[src/rtl/taillight_pkg.sv]
// Shared definitions for the taillight sweep logic.
// Holds the sweep state encoding and the sequence-length derivation so the
// arbiter and taillight_controller always agree on how long one sweep lasts.
package taillight_pkg;

  typedef enum logic [1:0] {
    IDLE  = 2'd0,
    LEFT  = 2'd1,
    RIGHT = 2'd2
  } state_t;

  localparam int STEP_CYCLES_DEF = 5;

  // One full sweep is four lamp steps.
  function automatic int seq_len(input int step_cycles);
    return 4 * step_cycles;
  endfunction

endpackage

[src/rtl/input_debouncer.sv]
// Purpose: 2-flop synchroniser plus debounce filter for one raw switch input.
// Latency: raw edge sampled at edge 1 shows on filtered at edge DEBOUNCE_CYCLES+2.
// Backpressure: none, level signal in and out.
// Ports:
//   clk, rst_n  clock and asynchronous active-low reset
//   raw         asynchronous, possibly bouncing switch level
//   filtered    debounced level, changes only after DEBOUNCE_CYCLES stable cycles
module input_debouncer #(
  parameter int DEBOUNCE_CYCLES = 4
) (
  input  logic clk,
  input  logic rst_n,
  input  logic raw,
  output logic filtered
);

  localparam int CNT_W = $clog2(DEBOUNCE_CYCLES + 1);

  logic             sync1;
  logic             sync2;
  logic [CNT_W-1:0] cnt;

  always_ff @(posedge clk or negedge rst_n) begin
    if (!rst_n) begin
      sync1    <= 1'b0;
      sync2    <= 1'b0;
      cnt      <= '0;
      filtered <= 1'b0;
    end else begin
      sync1 <= raw;
      sync2 <= sync1;
      // Count consecutive cycles where the synchronised value disagrees with
      // the filtered level; a single agreeing cycle restarts the count.
      if (sync2 == filtered) begin
        cnt <= '0;
      end else if (cnt == CNT_W'(DEBOUNCE_CYCLES - 1)) begin
        filtered <= sync2;
        cnt      <= '0;
      end else begin
        cnt <= cnt + CNT_W'(1);
      end
    end
  end

endmodule

[src/rtl/taillight_request_arbiter.sv]
// Purpose: condition driver stalk/brake inputs and sequence whole turn sweeps for taillight_controller.
// Latency: raw edge sampled at edge 1 reaches the registered outputs at edge DEBOUNCE_CYCLES+3.
// Backpressure: none; level inputs, turn changes deferred to sweep boundaries.
// Ports:
//   clk, rst_n                                   clock and asynchronous active-low reset
//   stalk_left_raw, stalk_right_raw, brake_raw   raw asynchronous switch levels
//   turn_left, turn_right, brake                 registered controls to taillight_controller
//   busy                                         high while a turn sweep is running
module taillight_request_arbiter
  import taillight_pkg::*;
#(
  parameter int DEBOUNCE_CYCLES    = 4,
  parameter int STEP_CYCLES        = STEP_CYCLES_DEF,
  parameter int LANE_CHANGE_PASSES = 3
) (
  input  logic clk,
  input  logic rst_n,
  input  logic stalk_left_raw,
  input  logic stalk_right_raw,
  input  logic brake_raw,
  output logic turn_left,
  output logic turn_right,
  output logic brake,
  output logic busy
);

  localparam int SEQ_LEN = seq_len(STEP_CYCLES);
  localparam int SEQ_W   = $clog2(SEQ_LEN);
  localparam int PASS_W  = $clog2(LANE_CHANGE_PASSES + 1);

  localparam logic [SEQ_W-1:0]  SEQ_LAST = SEQ_W'(SEQ_LEN - 1);
  localparam logic [PASS_W-1:0] PASS_MAX = PASS_W'(LANE_CHANGE_PASSES);

  logic filt_l;
  logic filt_r;
  logic filt_b;

  input_debouncer #(.DEBOUNCE_CYCLES(DEBOUNCE_CYCLES)) u_db_left (
    .clk      (clk),
    .rst_n    (rst_n),
    .raw      (stalk_left_raw),
    .filtered (filt_l)
  );

  input_debouncer #(.DEBOUNCE_CYCLES(DEBOUNCE_CYCLES)) u_db_right (
    .clk      (clk),
    .rst_n    (rst_n),
    .raw      (stalk_right_raw),
    .filtered (filt_r)
  );

  input_debouncer #(.DEBOUNCE_CYCLES(DEBOUNCE_CYCLES)) u_db_brake (
    .clk      (clk),
    .rst_n    (rst_n),
    .raw      (brake_raw),
    .filtered (filt_b)
  );

  // Both stalks at once is ambiguous, so it counts as no request at all.
  logic req_l;
  logic req_r;
  assign req_l = filt_l & ~filt_r;
  assign req_r = filt_r & ~filt_l;

  state_t              state_q;
  state_t              state_d;
  logic [SEQ_W-1:0]    seq_q;
  logic [SEQ_W-1:0]    seq_d;
  logic [PASS_W-1:0]   passes_q;
  logic [PASS_W-1:0]   passes_d;

  // Requests seen from the point of view of the current sweep direction.
  logic req_same;
  logic req_opp;
  assign req_same = (state_q == LEFT) ? req_l : req_r;
  assign req_opp  = (state_q == LEFT) ? req_r : req_l;

  always_comb begin
    state_d  = state_q;
    seq_d    = seq_q;
    passes_d = passes_q;
    case (state_q)
      IDLE: begin
        if (req_l) begin
          state_d  = LEFT;
          seq_d    = '0;
          passes_d = '0;
        end else if (req_r) begin
          state_d  = RIGHT;
          seq_d    = '0;
          passes_d = '0;
        end
      end
      LEFT, RIGHT: begin
        if (seq_q == SEQ_LAST) begin
          // Only the last cycle of a sweep may change direction or stop.
          seq_d = '0;
          if (req_opp) begin
            state_d  = (state_q == LEFT) ? RIGHT : LEFT;
            passes_d = '0;
          end else if (req_same) begin
            passes_d = (passes_q == PASS_MAX) ? passes_q : passes_q + PASS_W'(1);
          end else if (int'(passes_q) + 1 < LANE_CHANGE_PASSES) begin
            passes_d = passes_q + PASS_W'(1);
          end else begin
            state_d  = IDLE;
            passes_d = '0;
          end
        end else begin
          seq_d = seq_q + SEQ_W'(1);
        end
      end
      default: begin
        state_d  = IDLE;
        seq_d    = '0;
        passes_d = '0;
      end
    endcase
  end

  // Turn outputs are loaded from the next state on the same edge as the
  // state register, so a direction switch swaps them without overlap or gap.
  always_ff @(posedge clk or negedge rst_n) begin
    if (!rst_n) begin
      state_q    <= IDLE;
      seq_q      <= '0;
      passes_q   <= '0;
      turn_left  <= 1'b0;
      turn_right <= 1'b0;
      brake      <= 1'b0;
    end else begin
      state_q    <= state_d;
      seq_q      <= seq_d;
      passes_q   <= passes_d;
      turn_left  <= (state_d == LEFT);
      turn_right <= (state_d == RIGHT);
      brake      <= filt_b;
    end
  end

  assign busy = (state_q != IDLE);

endmodule

[config.mk]
export PLATFORM = sky130hd
export DESIGN_NAME = taillight_request_arbiter
export DESIGN_NICKNAME = d
export VERILOG_FILES = /design/src/rtl/taillight_pkg.sv /design/src/rtl/input_debouncer.sv /design/src/rtl/taillight_request_arbiter.sv
export SDC_FILE = /design/constraint.sdc
export NUM_CORES = 1
export LEC_CHECK = 0
export BUFFER_PORTS_ARGS = -buffer_cell sky130_fd_sc_hd__buf_2
export CAP_MARGIN = 20
export CORE_ASPECT_RATIO = 1.2
export CORE_UTILIZATION = 50
export CTS_CLUSTER_SIZE = 12
export DETAILED_ROUTE_END_ITERATION = 10
export GPL_ROUTABILITY_DRIVEN = 0
export MAX_ROUTING_LAYER = met4
export PLACE_DENSITY = 0.7
export SYNTH_ARGS = -nofsm -noshare
export SYNTH_HDL_FRONTEND = slang
export SYNTH_SLANG_ARGS = --single-unit
[constraint.sdc]
create_clock -name clk -period 2.25 [get_ports clk]
set_input_delay 0.1125 -clock clk [delete_from_list [all_inputs] [get_ports clk]]
set_output_delay 0.1125 -clock clk [all_outputs]
set_load 0.005 [all_outputs]
==> flow_metrics.py, run 1 <==
metrics = {
    "clocking": {
        "cts.reportedPaths.clkPinSlew_ps": 100,
        "cts_buffers": 5,
        "ctsHtreeMaxLevel": 2,
        "hold_buffers": 4,
        "cts_setup_buffers": 0,
        "cts_tree": "built",
        "root_buffer": "clkbuf_4",
        "cts-resized-gates": 0,
        "clk_latency_ps": 330,
        "clk_path_buf_depth": 2,
        "cts_sinks": 30,
    },
    "place": {
        "port_buffers": 8,
        "dp_slack_ps": 518,
        "hpwl_um": 1680,
    },
    "timing": {
        "rsz0062_at_grt": "no",
        "fin_ws_ps": 495,
        "fin_crit_sh_pct": 78.0,
        "setup_viol": 0,
        "max-slew-margin-rel_pct": 56.6,
        "worst_clock_skew_ps": 7.66,
        "finalHoldViolations": 0,
        "tns_ps": 0,
        "fmax_ghz": 0.570,
        "worst_pin_slew_ps": 651,
        "fin_crit_ps": 1750,
        "slew_viol_final": 0,
    },
    "power_and_ir_drop": {
        "cellLeakagePower_nw": 0.775,
        "power.density_mw_per_mm2": 1250,
        "total_power_mw": 2.08,
        "ir_drop_v": 0.000898,
    },
    "synth": {
        "ys_seq_area_share_pct": 52.2,
        "syn_area_mm2": 0.00144,
        "async_reset_ff_share_pct": 100,
        "synth-edff-count": 0,
        "synth_ff_type": "dfrtp_1",
        "synth_cell_types": 34,
        "syn_nets": 147,
        "yosys_warnings": 0,
        "synth-seq-cells": 30,
        "synth_cells": 129,
        "syn_avg_cell_area_um2": 11.2,
    },
    "worst_hold_path": {
        "hold_class": "in2async",
    },
    "floorplan": {
        "num_rows": 20,
        "dieWidth_um": 51.0,
        "start_util_pct": 54.8,
        "core_area_mm2": 0.00263,
        "io_pins": 9,
        "die-area_mm2": 0.00310,
        "dieHeight_um": 60.8,
    },
    "global_routing": {
        "grt_use_total_pct": 20.5,
        "antenna_found_initial": 0,
        "first_global_vias": 983,
        "grt_max_degree": 31,
        "overflow": 0,
        "grt_pass1_wl_um": 4280,
    },
    "drt": {
        "vias": 983,
        "wirelength_um": 2430,
        "first_iter_violations": 15,
        "post_drt_wl_per_cell_um": 13.5,
        "drt-pass1-iter-count": 4,
        "viasPerCell": 5.46,
        "antenna_left": 0,
        "drc": 0,
    },
    "cells_and_area": {
        "syn2layout_area_growth_pct": 15.8,
        "drive_gt1_share_pct": 15.6,
        "antenna_cells": 0,
        "n_fill_cell": 221,
        "nets": 164,
        "finalCoreUtilization_pct": 63.4,
    },
    "worst_setup_path": {
        "cp_max_fo": 7,
        "worst-endpoint-required_ps": 2470,
        "r2r_cells": 6,
        "path_class": "reg2reg",
        "critPathLaunchType": "register",
        "cp-end-kind": "register",
        "crit_arrival_ps": 1980,
    },
    "flow_run": {
        "max-cap-violations": 0,
    },
    "status": {
        "status": "completed",
    },
}
## registers in the layout, summed over array words and instances, names as in the netlist, 2 cells and up
name / flops
u_db_brake.cnt: 3
state_q: 2
u_db_left.cnt: 3
passes_q: 2
u_db_right.cnt: 3
seq_q: 5
## metal layers
layer | vias to the layer above | track usage [%] | part of all wire [%]
met4 | 0 | 14.7 | 2.5
li1 | 485 | - | -
met3 | 6 | 5.76 | 3.4
met1 | 475 | 22.2 | 45
met5 | - | - | 0
met2 | 17 | 32.1 | 49
## kinds of logic (layout without fill, tap and decap cells)
kind of cell             Yosys count  after routing  synth area share, %
AO/OA/AOI/OAI                     27             27                 13.0
XOR/XNOR                           3              3                 1.83
adder cells (fa/ha/maj)           13             13                 11.3
buffers and inverters             13             31                 3.48
flip-flops                        30             30                 52.2
multiplexers                       2              2                 1.48
AND/OR/NAND/NOR                   41             41                 16.7
## area by class of cell
cell class | count | area [um^2] | area share [%]
clock inverter | 2 | 60.1 | 3.60
inverter | 10 | 37.5 | 2.25
clock buffer | 6 | 51.3 | 3.08
sequential | 30 | 751 | 45.0
tap | 33 | 41.3 | 2.48
multi-input combinational | 86 | 638 | 38.3
timing repair buffer | 13 | 87.6 | 5.26
## critical path, cell delays in order, from the launching register on
cell and delay (ps):
dfrtp_1 410, inv_1 70, ha_1 270, or2_2 330
o2111ai_1 190, o211ai_1 150, and4b_1 230
## metrics by stage
step,hold WS [ps],area (um^2),instances
after CTS,340,1670,180
after global routing,360,1670,180
after detailed placement,175,1520,168
after global placement,166,1520,168
final,338,1670,180
after floorplan,-183,1440,129
## power breakdown
part	internal (mW)	switching (mW)	total (mW)	leakage (nW)
combinational	0.319	0.423	0.742	0.330
sequential	0.678	0.0995	0.778	0.386
clock	0.376	0.185	0.561	0.0585
total	1.37	0.707	2.08	0.775
## worst paths after layout
kind	endpoint	slack (ps)	start
setup / recovery	turn_right$_DFF_PN0_	500	u_db_left.filtered$_DFFE_PN0P_
hold / removal	u_db_brake.cnt[1]$_DFF_PN0_	340	rst_n
setup reg to reg	turn_right$_DFF_PN0_	500	u_db_left.filtered$_DFFE_PN0P_
hold reg to reg	u_db_brake.sync2$_DFF_PN0_	350	u_db_brake.sync1$_DFF_PN0_
max in group asynchronous	state_q[0]$_DFF_PN0_	1480	rst_n
min in group clk	u_db_brake.sync2$_DFF_PN0_	350	u_db_brake.sync1$_DFF_PN0_
## layout by cell type (no fill, tap or decap), types with 2 or more instances in the layout
cell           synthesis  layout
dfrtp_1               30      30
ha_1                  13      13
inv_1                 10      10
o21ai_0               10      10
buf_2                  1       8
nor3_1                 6       6
nor2b_1                6       6
nor3b_1                5       5
nand2_1                5       5
clkbuf_4               0       5
a21oi_1                4       4
nand3_1                4       4
dlygate4sd3_1          0       4
nor2_1                 3       3
xnor2_1                3       3
nand4_1                3       3
o2bb2ai_1              3       3
nand2b_1               2       2
a22o_2                 2       2
a22o_1                 2       2
bufinv_16              0       2
## cell usage after synthesis (2+ instances only)
cell type,n,area (um^2)
a22o_2,2,20.0
inv_1,10,37.5
nor3b_1,5,37.5
o21ai_0,10,50.1
nand3_1,4,20.0
nor2b_1,6,37.5
ha_1,13,163
dfrtp_1,30,751
nor2_1,3,11.3
nand2b_1,2,12.5
nand4_1,3,18.8
a22o_1,2,17.5
o2bb2ai_1,3,26.3
clkbuf_1,2,7.51
nor3_1,6,30.0
nand2_1,5,18.8
xnor2_1,3,26.3
a21oi_1,4,20.0
(Power assumes the default switching activity.)
==> run 2, diff against run 1 <==
==> constraint.sdc (replaced) <==
create_clock -name clk -period 1.77 [get_ports clk]
set_input_delay 0.0885 -clock clk [delete_from_list [all_inputs] [get_ports clk]]
set_output_delay 0.0885 -clock clk [all_outputs]
set_load 0.005 [all_outputs]
==> flow_metrics.py, run 2 (synthesis results as in run 1) <==
metrics = {
    "worst_setup_path": {
        "worstPathCellList": "ha_1 > nand4bb_1 > or2_0 > a211o_1 > and4b_1",
        "critPathLaunchType": "register",
        "reg2reg_from": "seq_q[0]$_DFFE_PN0P_",
        "cp-end-kind": "register",
        "timing.rr.end": "turn_right$_DFF_PN0_",
        "crit_arrival_ps": 1920,
        "r2r_cells": 5,
        "worst-endpoint-required_ps": 1990,
        "cp_max_fo": 5,
        "path_delay_family": "simple AND/OR/NAND/NOR gates",
        "path_buf_inv": 0,
        "crit_path_top_delay_cell": "dfrtp_1",
        "r2r_slack_ps": 70,
        "max_stage_delay_ps": 390,
        "path_class": "reg2reg",
    },
    "clocking": {
        "root_buffer": "clkbuf_4",
        "clk_path_buf_depth": 2,
        "clk_latency_ps": 330,
        "cts_tree": "built",
        "cts_sinks": 30,
        "ctsHtreeMaxLevel": 2,
        "cts_buffers": 5,
        "cts.reportedPaths.clkPinSlew_ps": 100,
    },
    "power_and_ir_drop": {
        "power.density_mw_per_mm2": 1590,
        "p_switching_mw": 0.919,
        "p_int_mw": 1.82,
        "swShare_pct": 33.5,
        "cellLeakagePower_nw": 0.810,
        "clkPwrFrac_pct": 26.1,
        "comb_power_share_pct": 38.0,
        "power_frac_seq_pct": 35.8,
        "ir_drop_v": 0.000980,
    },
    "global_routing": {
        "grt_max_degree": 31,
        "grt_use_total_pct": 19.0,
        "antenna_found_initial": 0,
        "overflow": 0,
        "first_global_vias": 997,
        "grt_pass1_wl_um": 4140,
    },
    "floorplan": {
        "num_rows": 20,
        "die-area_mm2": 0.00310,
        "start_util_pct": 54.8,
        "io_pins": 9,
        "dieHeight_um": 60.8,
        "core_area_mm2": 0.00263,
        "dieWidth_um": 51.0,
    },
    "timing": {
        "tns_ps": 0,
        "fmax_ghz": 0.588,
        "max-slew-margin-rel_pct": 57.8,
        "finalHoldViolations": 0,
        "slew_viol_final": 0,
        "setup_viol": 0,
        "fin_crit_ps": 1700,
        "worst_clock_skew_ps": 5.71,
        "rsz0062_at_grt": "no",
        "worst_pin_slew_ps": 633,
        "timing.hold.ws_ps": 306,
        "fin_crit_sh_pct": 96.1,
    },
    "worst_hold_path": {
        "hold_class": "in2async",
    },
    "drt": {
        "wirelength_um": 2380,
        "drc": 0,
        "viasPerCell": 5.37,
        "vias": 1005,
        "first_iter_violations": 23,
        "antenna_left": 0,
        "drt-pass1-iter-count": 4,
        "post_drt_wl_per_cell_um": 12.7,
    },
    "cells_and_area": {
        "syn2layout_area_growth_pct": 19.6,
        "drive_gt1_share_pct": 20.1,
        "finalCoreUtilization_pct": 65.5,
        "regMostFlops": "seq_q",
        "n_fill_cell": 220,
        "largest_reg_flops": 5,
        "final_common_cell": "dfrtp_1",
        "nets": 171,
        "antenna_cells": 0,
        "final_cell_mix": "30 x dfrtp_1, 13 x ha_1, 10 x inv_1",
    },
    "place": {
        "port_buffers": 8,
        "hpwl_um": 1690,
    },
    "flow_run": {
        "max-cap-violations": 0,
    },
    "status": {
        "status": "completed",
    },
}
## run 2: changes by cell type in the layout (fill, tap and decap cells not counted), sizes merged
cell,previous run,this run
buf,9,16
## run 2: power groups by stage
| stage | logic, mW | registers [mW] | clock network (mW) |
|---|---|---|---|
| 2_1_floorplan | 0.717 | 0.975 | 0 |
| 3_3_place_gp | 0.969 | 0.988 | 0 |
| 3_5_place_dp | 1.02 | 0.999 | 0 |
| 4_1_cts | 1.03 | 0.986 | 0.736 |
| 5_1_grt | 1.19 | 1.01 | 0.753 |
| 6_report | 1.04 | 0.983 | 0.716 |
## run 2: worst register-to-register path, stage by stage (launching register included)
cell       delay [ps]
dfrtp_1           390
ha_1              240
nand4bb_1         190
or2_0             240
a211o_1           340
and4b_1           200
## run 2: worst max-delay path by stage
stage                                    start  depth (start not counted)                    to  slack (ps)
6_report                  seq_q[0]$_DFFE_PN0P_                          5  turn_right$_DFF_PN0_          70
3_3_place_gp   u_db_right.filtered$_DFFE_PN0P_                          6  turn_right$_DFF_PN0_          90
3_5_place_dp   u_db_right.filtered$_DFFE_PN0P_                          6  turn_right$_DFF_PN0_         100
4_1_cts        u_db_right.filtered$_DFFE_PN0P_                          6  turn_right$_DFF_PN0_          60
2_1_floorplan             state_q[1]$_DFF_PN0_                          6  turn_right$_DFF_PN0_         140
5_1_grt                   seq_q[0]$_DFFE_PN0P_                          5  turn_right$_DFF_PN0_           8
## run 2: layout make-up
cell class                 instances  area [um^2]  area share (%)
multi-input combinational         86          639            37.2
clock inverter                     2         60.1            3.49
clock buffer                       6         51.3            2.98
tap                               33         41.3            2.40
sequential                        30          751            43.6
timing repair buffer              20          140            8.15
inverter                          10         37.5            2.18
## run 2: stage by stage
stage	total power [mW]	instances	cell area (um^2)	worst slack, ps
final	2.74	187	1720	69.6
after detailed placement	2.01	174	1560	97.6
after global routing	2.95	187	1720	7.88
after CTS	2.75	186	1710	62.5
after floorplan	1.69	129	1440	137
after global placement	1.96	174	1560	85.0
## run 2: per-layer routing
layer	track usage [%]	wire length [um]
met5	-	0
met3	5.26	70
met1	21.0	1090
met2	31.8	1180
met4	8.73	34
## run 2: timing repair
item,4_1_cts,5_1_grt
hold buffers,4,0
gates resized for setup,0,2
setup buffers,0,1
hold endpoints to repair,33,0
endpoints found under the setup margin,0,4
==> run 3, diff against run 2 <==
--- a/config.mk
+++ b/config.mk
@@ -7,7 +7,7 @@
 export LEC_CHECK = 0
 export BUFFER_PORTS_ARGS = -buffer_cell sky130_fd_sc_hd__buf_2
 export CAP_MARGIN = 20
-export CORE_ASPECT_RATIO = 1.2
+export CORE_ASPECT_RATIO = 0.7
 export CORE_UTILIZATION = 50
 export CTS_CLUSTER_SIZE = 12
 export DETAILED_ROUTE_END_ITERATION = 10
==> flow_metrics.py, run 3 (synthesis results as in run 1) <==
metrics = {
    "floorplan": {
        "dieHeight_um": 46.9,
        "num_rows": 15,
        "start_util_pct": 55.6,
        "die-area_mm2": 0.00310,
        "io_pins": 9,
        "core_area_mm2": 0.00259,
        "dieWidth_um": 66.1,
    },
    "worst_setup_path": {
        "crit_path_top_delay_cell": "dfrtp_1",
        "worstPathCellList": "ha_2 > nand4bb_1 > or2_0 > a211o_1 > and4b_1",
        "path_class": "reg2reg",
        "cp-end-kind": "register",
        "crit_arrival_ps": 1860,
        "critPathLaunchType": "register",
        "max_stage_delay_ps": 380,
        "worst-endpoint-required_ps": 1930,
        "r2r_cells": 5,
        "cp_max_fo": 5,
    },
    "timing": {
        "worst_clock_skew_ps": 3.53,
        "fmax_ghz": 0.588,
        "setup_viol": 0,
        "worst_pin_slew_ps": 653,
        "max-slew-margin-rel_pct": 56.5,
        "fin_crit_sh_pct": 96.1,
        "fin_crit_ps": 1700,
        "slew_viol_final": 0,
        "fin_ws_ps": 68.3,
        "finalHoldViolations": 0,
    },
    "clocking": {
        "cts_tree": "built",
        "cts.reportedPaths.clkPinSlew_ps": 60,
        "clk_path_buf_depth": 2,
        "cts_buffers": 5,
        "clk_latency_ps": 270,
        "root_buffer": "clkbuf_8",
        "cts_sinks": 30,
        "ctsHtreeMaxLevel": 2,
    },
    "cells_and_area": {
        "largest_reg_flops": 5,
        "drive_gt1_share_pct": 22.1,
        "regMostFlops": "seq_q",
        "n_fill_cell": 202,
        "stdcell_area_mm2": 0.00172,
        "final_cell_mix": "30 x dfrtp_1, 11 x ha_1, 10 x o21ai_0",
        "antenna_cells": 0,
        "nets": 171,
        "finalCoreUtilization_pct": 66.4,
        "final_common_cell": "dfrtp_1",
        "syn2layout_area_growth_pct": 19.5,
    },
    "flow_run": {
        "max-cap-violations": 0,
    },
    "worst_hold_path": {
        "min_path_cells": 0,
        "hold_class": "reg2reg",
    },
    "drt": {
        "post_drt_wl_per_cell_um": 13.0,
        "antenna_left": 0,
        "drt-pass1-iter-count": 4,
        "viasPerCell": 5.37,
        "drc": 0,
        "vias": 1009,
        "first_iter_violations": 60,
        "wirelength_um": 2450,
    },
    "power_and_ir_drop": {
        "cellLeakagePower_nw": 0.797,
        "ir_drop_v": 0.000765,
        "power.density_mw_per_mm2": 1510,
    },
    "place": {
        "dp_slack_ps": 107,
        "port_buffers": 8,
        "hpwl_um": 1740,
        "place_area_mm2": 0.00156,
    },
    "global_routing": {
        "grt_pass1_wl_um": 4040,
        "overflow": 0,
        "antenna_found_initial": 0,
        "first_global_vias": 930,
        "grt_use_total_pct": 18.7,
        "grt_max_degree": 31,
    },
    "status": {
        "status": "completed",
    },
}
## run 3: changes by cell type in the layout (fill, tap and decap cells not counted), moves of 2 or more
cell,change
ha_1,-2
ha_2,+2
clkbuf_8,+5
bufinv_16,-2
clkbuf_4,-5
## run 3: metal layers
metal / GRT usage (%) / up-vias / wire length [um]
li1: - / 501 / -
met3: 5.83 / 0 / 91
met5: - / - / 0
met2: 28.6 / 25 / 1110
met1: 24.7 / 483 / 1240
met4: 3.83 / 0 / 0
## run 3: critical path: cells and delay by family (launching register included)
family / cells / cell delay (ps)
flops: 1 / 380
compound gates: 1 / 340
fa+ha+maj: 1 / 220
simple gates: 3 / 650
## run 3: where the power goes
part | internal [mW] | switching (mW) | leakage (nW) | total [mW]
logic | 0.496 | 0.575 | 0.363 | 1.07
registers | 0.864 | 0.122 | 0.386 | 0.986
clock network | 0.313 | 0.231 | 0.0482 | 0.544
total | 1.67 | 0.928 | 0.797 | 2.60
## run 3: timing repair
action | in CTS | in global routing
gates resized for setup | 0 | 5
endpoints found under the setup margin | 0 | 1
hold endpoints to repair | 33 | 0
setup buffers | 0 | 1
hold buffers | 4 | 0
## run 3: final cells by class
cell class                      count  area [um^2]  share of cell area [%]
Sequential cell                    30          751                    43.7
Multi-Input combinational cell     86          657                    38.2
Timing Repair Buffer               20          140                    8.15
Clock buffer                        7         86.3                    5.02
Inverter                           10         37.5                    2.18
Clock inverter                      1         5.00                   0.291
Tap cell                           34         42.5                    2.47
## run 3: final timing paths
kind / startpoint / endpoint / slack [ps]
max in group asynchronous: rst_n / u_db_right.filtered$_DFFE_PN0P_ / 970
worst min-delay path: u_db_brake.sync1$_DFF_PN0_ / u_db_brake.sync2$_DFF_PN0_ / 350
worst min register to register: u_db_brake.sync1$_DFF_PN0_ / u_db_brake.sync2$_DFF_PN0_ / 350
worst max-delay path: seq_q[0]$_DFFE_PN0P_ / turn_right$_DFF_PN0_ / 70
min in group asynchronous: rst_n / u_db_brake.cnt[2]$_DFF_PN0_ / 380
worst max register to register: seq_q[0]$_DFFE_PN0P_ / turn_right$_DFF_PN0_ / 70
## run 3: metrics by stage
step / instances / TNS, ps / hold WS (ps) / power, mW
6_report: 188 / 0 / 348 / 2.60
3_3_place_gp: 175 / 0 / 150 / 1.96
5_1_grt: 188 / -5.59 / 363 / 2.82
2_1_floorplan: 129 / 0 / -207 / 1.69
3_5_place_dp: 175 / 0 / 150 / 2.00
4_1_cts: 187 / 0 / 348 / 2.57
